**src/rtl/kb_frame_rx.sv**
```systemverilog
// kb_frame_rx -- PS/2 frame receiver for the keyboard path.
// Samples the PS/2 data line on each upstream edge pulse and assembles the
// 11-bit frame: start, 8 data bits LSB first, odd parity, stop.
// A good frame updates o_dat and pulses o_valid. A frame with bad parity,
// a bad stop bit, or a stall mid-frame pulses o_err instead.
// Ports:
//   clk        system clock
//   i_sclr_n   synchronous active-low reset
//   i_edge_en  one-cycle pulse at each PS/2 clock falling edge (sample point)
//   i_ps2_dat  raw PS/2 data line (asynchronous)
//   o_dat      last correctly received scancode
//   o_valid    one-cycle strobe: o_dat updated
//   o_err      one-cycle strobe: frame rejected
//   o_busy     frame in progress
module kb_frame_rx #(
  parameter int TIMEOUT_CYCLES   = 100000,
  parameter int TIMEOUT_BIT_SIZE = 17
) (
  input  logic       clk,
  input  logic       i_sclr_n,
  input  logic       i_edge_en,
  input  logic       i_ps2_dat,
  output logic [7:0] o_dat,
  output logic       o_valid,
  output logic       o_err,
  output logic       o_busy
);

  typedef enum logic [1:0] {IDLE, DATA, PARITY, STOP} state_t;

  localparam logic [TIMEOUT_BIT_SIZE-1:0] TO_LAST =
    TIMEOUT_BIT_SIZE'(TIMEOUT_CYCLES - 1);

  state_t                      state, state_nxt;
  logic [1:0]                  sync;
  logic                        dat_s;
  logic [7:0]                  shreg, shreg_nxt;
  logic [2:0]                  bit_cnt, bit_cnt_nxt;
  logic                        par, par_nxt;
  logic [TIMEOUT_BIT_SIZE-1:0] to_cnt, to_cnt_nxt;
  logic [7:0]                  dat_nxt;
  logic                        valid_nxt, err_nxt;
  logic                        timeout;

  assign dat_s  = sync[1];
  assign o_busy = (state != IDLE);

  // Terminal count only fires in a cycle without an edge: an edge arriving
  // on the terminal cycle is accepted as a bit instead.
  assign timeout = (state != IDLE) && !i_edge_en && (to_cnt == TO_LAST);

  always_comb begin
    state_nxt   = state;
    shreg_nxt   = shreg;
    bit_cnt_nxt = bit_cnt;
    par_nxt     = par;
    dat_nxt     = o_dat;
    valid_nxt   = 1'b0;
    err_nxt     = 1'b0;

    if (state == IDLE || i_edge_en) to_cnt_nxt = '0;
    else                            to_cnt_nxt = to_cnt + 1'b1;

    if (timeout) begin
      state_nxt  = IDLE;
      err_nxt    = 1'b1;
      to_cnt_nxt = '0;
    end else if (i_edge_en) begin
      case (state)
        IDLE: begin
          // A high line in IDLE is not a start bit; ignore it silently.
          if (!dat_s) begin
            state_nxt   = DATA;
            bit_cnt_nxt = '0;
          end
        end
        DATA: begin
          shreg_nxt   = {dat_s, shreg[7:1]};
          bit_cnt_nxt = bit_cnt + 1'b1;
          if (bit_cnt == 3'd7) state_nxt = PARITY;
        end
        PARITY: begin
          par_nxt   = dat_s;
          state_nxt = STOP;
        end
        STOP: begin
          state_nxt = IDLE;
          if (dat_s && ((^shreg) ^ par)) begin
            dat_nxt   = shreg;
            valid_nxt = 1'b1;
          end else begin
            err_nxt = 1'b1;
          end
        end
        default: state_nxt = IDLE;
      endcase
    end
  end

  always_ff @(posedge clk) begin
    if (!i_sclr_n) begin
      state   <= IDLE;
      sync    <= 2'b11;
      shreg   <= '0;
      bit_cnt <= '0;
      par     <= 1'b0;
      to_cnt  <= '0;
      o_dat   <= '0;
      o_valid <= 1'b0;
      o_err   <= 1'b0;
    end else begin
      state   <= state_nxt;
      sync    <= {sync[0], i_ps2_dat};
      shreg   <= shreg_nxt;
      bit_cnt <= bit_cnt_nxt;
      par     <= par_nxt;
      to_cnt  <= to_cnt_nxt;
      o_dat   <= dat_nxt;
      o_valid <= valid_nxt;
      o_err   <= err_nxt;
    end
  end

endmodule

```
**config.mk**
```make
export PLATFORM = sky130hd
export DESIGN_NAME = kb_frame_rx
export DESIGN_NICKNAME = d
export VERILOG_FILES = /design/src/rtl/kb_frame_rx.sv
export SDC_FILE = /design/constraint.sdc
export NUM_CORES = 1
export LEC_CHECK = 0
export ABC_AREA = 1
export BUFFER_PORTS_ARGS = -buffer_cell sky130_fd_sc_hd__buf_4
export CORE_MARGIN = 8
export CORE_UTILIZATION = 45
export CTS_CLUSTER_DIAMETER = 80
export DETAILED_ROUTE_END_ITERATION = 16
export PLACE_DENSITY_LB_ADDON = 0.1
export SLEW_MARGIN = 10
export SYNTH_ARGS = -nofsm -noshare
export SYNTH_HDL_FRONTEND = slang
export SYNTH_SLANG_ARGS = --single-unit
```
**constraint.sdc**
```tcl
create_clock -name clk -period 2.6 [get_ports clk]
set_input_delay 0.13 -clock clk [delete_from_list [all_inputs] [get_ports clk]]
set_output_delay 0.13 -clock clk [all_outputs]
set_load 0.1 [all_outputs]
```
==> report_table.html <==
<table>
<tr><th>Metric</th><th>Value</th></tr>
<tr><th colspan="2">Run status</th></tr>
<tr><td>Run status</td><td>finished clean</td></tr>
<tr><th colspan="2">STA</th></tr>
<tr><td>Time the worst path needs with I/O delays and setup</td><td>1740 ps</td></tr>
<tr><td>Transition time of the tightest slew-check pin</td><td>508 ps</td></tr>
<tr><td>Setup TNS</td><td>0 ps</td></tr>
<tr><td>Final worst path period share</td><td>66.9%</td></tr>
<tr><td>Final hold violation count</td><td>0</td></tr>
<tr><td>RSZ-0062 raised after global routing</td><td>no</td></tr>
<tr><td>Relative slew slack</td><td>66.1%</td></tr>
<tr><td>Max-slew violation total from the final report</td><td>0</td></tr>
<tr><td>Maximum clock rate</td><td>0.575 GHz</td></tr>
<tr><td>Max Clock Skew</td><td>9.06 ps</td></tr>
<tr><td>Final Worst Setup Slack</td><td>860 ps</td></tr>
<tr><td>Number of setup violations in the final report</td><td>0</td></tr>
<tr><th colspan="2">Worst setup path</th></tr>
<tr><td>Type of element capturing the critical path</td><td>flip-flop</td></tr>
<tr><td>Highest net fanout along the worst path</td><td>17</td></tr>
<tr><td>Arrival time of data at the critical path endpoint</td><td>1920 ps</td></tr>
<tr><td>Data required, critical path</td><td>2780 ps</td></tr>
<tr><td>Category of the most critical setup path</td><td>reg -&gt; reg</td></tr>
<tr><td>Worst setup SP type</td><td>flip-flop</td></tr>
<tr><th colspan="2">Yosys</th></tr>
<tr><td>Most frequently used cell type in the post-synthesis netlist</td><td>sky130_fd_sc_hd__nand2_1</td></tr>
<tr><td>Instance count of the mapped netlist</td><td>279</td></tr>
<tr><td>Fraction of the yosys area taken by sequential cells</td><td>40.4%</td></tr>
<tr><td>Number of enable-type register cells in the synthesized netlist</td><td>0</td></tr>
<tr><td>Number of warning messages in the yosys log</td><td>0</td></tr>
<tr><td>Number of distinct standard cells referenced by the synthesized netlist</td><td>30</td></tr>
<tr><td>Post-synth top area share</td><td>40.4%</td></tr>
<tr><td>Syn Area/Cell</td><td>7.64 um^2</td></tr>
<tr><td>Most area-consuming cells after synthesis</td><td>sky130_fd_sc_hd__dfxtp_1 (40%), sky130_fd_sc_hd__nand2_1 (11%), sky130_fd_sc_hd__inv_1 (7.2%), sky130_fd_sc_hd__a21oi_1 (4.2%), sky130_fd_sc_hd__ha_1 (4.1%)</td></tr>
<tr><td>Post-synthesis instance area</td><td>2130 um^2</td></tr>
<tr><td>Dominant synthesized flop cell</td><td>sky130_fd_sc_hd__dfxtp_1</td></tr>
<tr><td>Largest area contributor in the netlist</td><td>sky130_fd_sc_hd__dfxtp_1</td></tr>
<tr><td>Number of nets in the synthesized netlist</td><td>290</td></tr>
<tr><td>Number of register bits inferred by synthesis</td><td>43</td></tr>
<tr><td>Most frequent cells after synthesis</td><td>sky130_fd_sc_hd__nand2_1 (64), sky130_fd_sc_hd__dfxtp_1 (43), sky130_fd_sc_hd__inv_1 (41), sky130_fd_sc_hd__nor2_1 (22), sky130_fd_sc_hd__a21oi_1 (18)</td></tr>
<tr><td>Async SR Flop Fraction</td><td>0%</td></tr>
<tr><th colspan="2">CTS</th></tr>
<tr><td># Post-CTS Setup Buffers</td><td>0</td></tr>
<tr><td>TritonCTS clock tree</td><td>built</td></tr>
<tr><td>Hold-fix buffers, CTS</td><td>0</td></tr>
<tr><td>H-tree Lvls</td><td>2</td></tr>
<tr><td>Sinks on Clock Net</td><td>43</td></tr>
<tr><td>Clock tree root buffer cell</td><td>sky130_fd_sc_hd__clkbuf_8</td></tr>
<tr><td>Gates resized, CTS repair</td><td>0</td></tr>
<tr><td>Clock insertion delay at the later pin of the skew report</td><td>300 ps</td></tr>
<tr><td>Clk slew on worst S/H paths</td><td>80 ps</td></tr>
<tr><td>CTS Buf Count</td><td>5</td></tr>
<tr><td>Maximum clock insertion buffer count</td><td>2</td></tr>
<tr><th colspan="2">Floorplanning</th></tr>
<tr><td>Total die area</td><td>7190 um^2</td></tr>
<tr><td>Die Span Y</td><td>84.8 um</td></tr>
<tr><td>Number of ports placed on the die boundary</td><td>15</td></tr>
<tr><td>Site Rows</td><td>25</td></tr>
<tr><td>Width of the die</td><td>84.8 um</td></tr>
<tr><td>CORE AREA</td><td>4630 um^2</td></tr>
<tr><td>Initial Util</td><td>46.0%</td></tr>
<tr><th colspan="2">Cells and area</th></tr>
<tr><td>ANT cells</td><td>0</td></tr>
<tr><td>Relative area change from synthesis to final layout</td><td>12.0%</td></tr>
<tr><td>Layout cells sized above 1</td><td>16.6%</td></tr>
<tr><td>Post-route cell area</td><td>2390 um^2</td></tr>
<tr><td>Number of nets in the finished design</td><td>306</td></tr>
<tr><th colspan="2">Route</th></tr>
<tr><td>DRC</td><td>0</td></tr>
<tr><td>Routed length per instance</td><td>11.2 um</td></tr>
<tr><td>Initial DRT Pass Iterations</td><td>4</td></tr>
<tr><td>Via-to-Cell Ratio</td><td>4.66</td></tr>
<tr><td>Total number of vias</td><td>1631</td></tr>
<tr><td>Number of antenna-violating nets in the routed design</td><td>0</td></tr>
<tr><td>Number of design-rule violations left by the first detailed-router iteration</td><td>80</td></tr>
<tr><td>Detailed-route wire length</td><td>3.92 mm</td></tr>
<tr><th colspan="2">Global route</th></tr>
<tr><td>Total routing resource utilization after global routing</td><td>12.4%</td></tr>
<tr><td>Number of global-route vias before repair</td><td>1650</td></tr>
<tr><td>First-pass GRT wire length</td><td>7.29 mm</td></tr>
<tr><td>Total overflow reported by the global router</td><td>0</td></tr>
<tr><td>Pin count of the biggest net entering global routing</td><td>22</td></tr>
<tr><td>Initial antenna violation count</td><td>0</td></tr>
<tr><th colspan="2">Power</th></tr>
<tr><td>Total leakage power</td><td>0.981 nW</td></tr>
<tr><td>P per Cell Area</td><td>553 nW/um^2</td></tr>
<tr><td>Maximum resistive drop on vdd</td><td>0.000492 V</td></tr>
<tr><th colspan="2">Placement</th></tr>
<tr><td>Global placement routability congestion</td><td>0.789</td></tr>
<tr><td>Total cell area at the placement stage</td><td>2270 um^2</td></tr>
<tr><td>Port Buffers</td><td>14</td></tr>
<tr><td>Post-placement setup slack</td><td>839 ps</td></tr>
<tr><td>Sum of net half-perimeters after detailed placement</td><td>2.85 mm</td></tr>
<tr><th colspan="2">Run</th></tr>
<tr><td>Max-cap check violation count</td><td>0</td></tr>
<tr><th colspan="2">Worst hold path</th></tr>
<tr><td>Worst min-delay path class</td><td>in -&gt; reg</td></tr>
</table>
state kept, by name, indices dropped and copies added, names as in the netlist:
name,flops
par,1
state,2
o_dat,8
o_err,1
sync,2
to_cnt,17
shreg,8
o_valid,1
bit_cnt,3
power by group:
group | leakage (nW) | switching (mW) | total, mW | internal, mW
clock | 0.0612 | 0.230 | 0.541 | 0.311
combinational | 0.573 | 0.0719 | 0.103 | 0.0315
sequential | 0.347 | 0.00931 | 0.676 | 0.667
total | 0.981 | 0.311 | 1.32 | 1.01
kinds of logic (layout without fill, tap and decap cells):
group	after synthesis	count (layout)	synth area share, %
AO/OA/AOI/OAI	30	30	7.28
XOR/XNOR	16	16	6.58
adder cells (fa/ha/maj)	7	7	4.11
buffers and inverters	50	67	9.57
flip-flops	43	43	40.4
AND/OR/NAND/NOR	133	133	32.1
metal layers:
| layer | vias up | share of wire (%) | track usage, % |
|---|---|---|---|
| met5 | - | 0 | 0 |
| met4 | 0 | 2.0 | 5.83 |
| met3 | 7 | 3.4 | 3.67 |
| met2 | 21 | 45 | 20.4 |
| met1 | 700 | 50 | 14.4 |
| li1 | 903 | - | - |
worst max-delay path: stages (launching register included):
cell	delay (ps)
sky130_fd_sc_hd__dfxtp_1	390
sky130_fd_sc_hd__inv_1	80
sky130_fd_sc_hd__ha_1	240
sky130_fd_sc_hd__nor2_4	160
sky130_fd_sc_hd__nand3_1	90
sky130_fd_sc_hd__nor4_2	170
sky130_fd_sc_hd__nand4_2	180
sky130_fd_sc_hd__nand3_4	250
sky130_fd_sc_hd__a21oi_1	70
layout make-up:
| class | count | area, um^2 |
|---|---|---|
| clock inverters | 2 | 35.0 |
| clock buffers | 6 | 82.6 |
| multi-input cells | 186 | 1070 |
| inverters | 45 | 169 |
| flip-flops and latches | 43 | 861 |
| fillers | 471 | 2240 |
| repair buffers | 14 | 105 |
| well taps | 54 | 67.6 |
layout by cell type, fill, tap and decap left out, types with 6 or more instances in the layout:
cell,n
sky130_fd_sc_hd__buf_4,14
sky130_fd_sc_hd__xor2_1,9
sky130_fd_sc_hd__nor2_1,22
sky130_fd_sc_hd__o21ai_0,10
sky130_fd_sc_hd__xnor2_1,7
sky130_fd_sc_hd__nand2_1,64
sky130_fd_sc_hd__clkbuf_8,6
sky130_fd_sc_hd__nor2_2,9
sky130_fd_sc_hd__inv_1,41
sky130_fd_sc_hd__nand4_1,10
sky130_fd_sc_hd__a21oi_1,18
sky130_fd_sc_hd__nand3_1,9
sky130_fd_sc_hd__dfxtp_1,43
sky130_fd_sc_hd__ha_1,7
metrics by stage:
step	power [mW]	std cells	utilization (%)	hold WS [ps]
after detailed placement	0.796	342	49.0	322
after floorplan	0.773	279	-	237
after global placement	0.795	342	49.0	319
after CTS	1.35	350	51.5	11.2
after global routing	1.38	350	51.5	11.7
final	1.32	350	51.5	23.5
worst paths after layout:
path | startpoint | end | slack (ps) | cells after the start
setup / recovery | state[1] | to_cnt[13] | 860 | 8
setup reg to reg | state[1] | to_cnt[13] | 860 | 8
hold reg to reg | sync[0] | sync[1] | 410 | 1
hold / removal | i_ps2_dat | sync[0] | 20 | 2
Power figures use the tool's default switching activity.
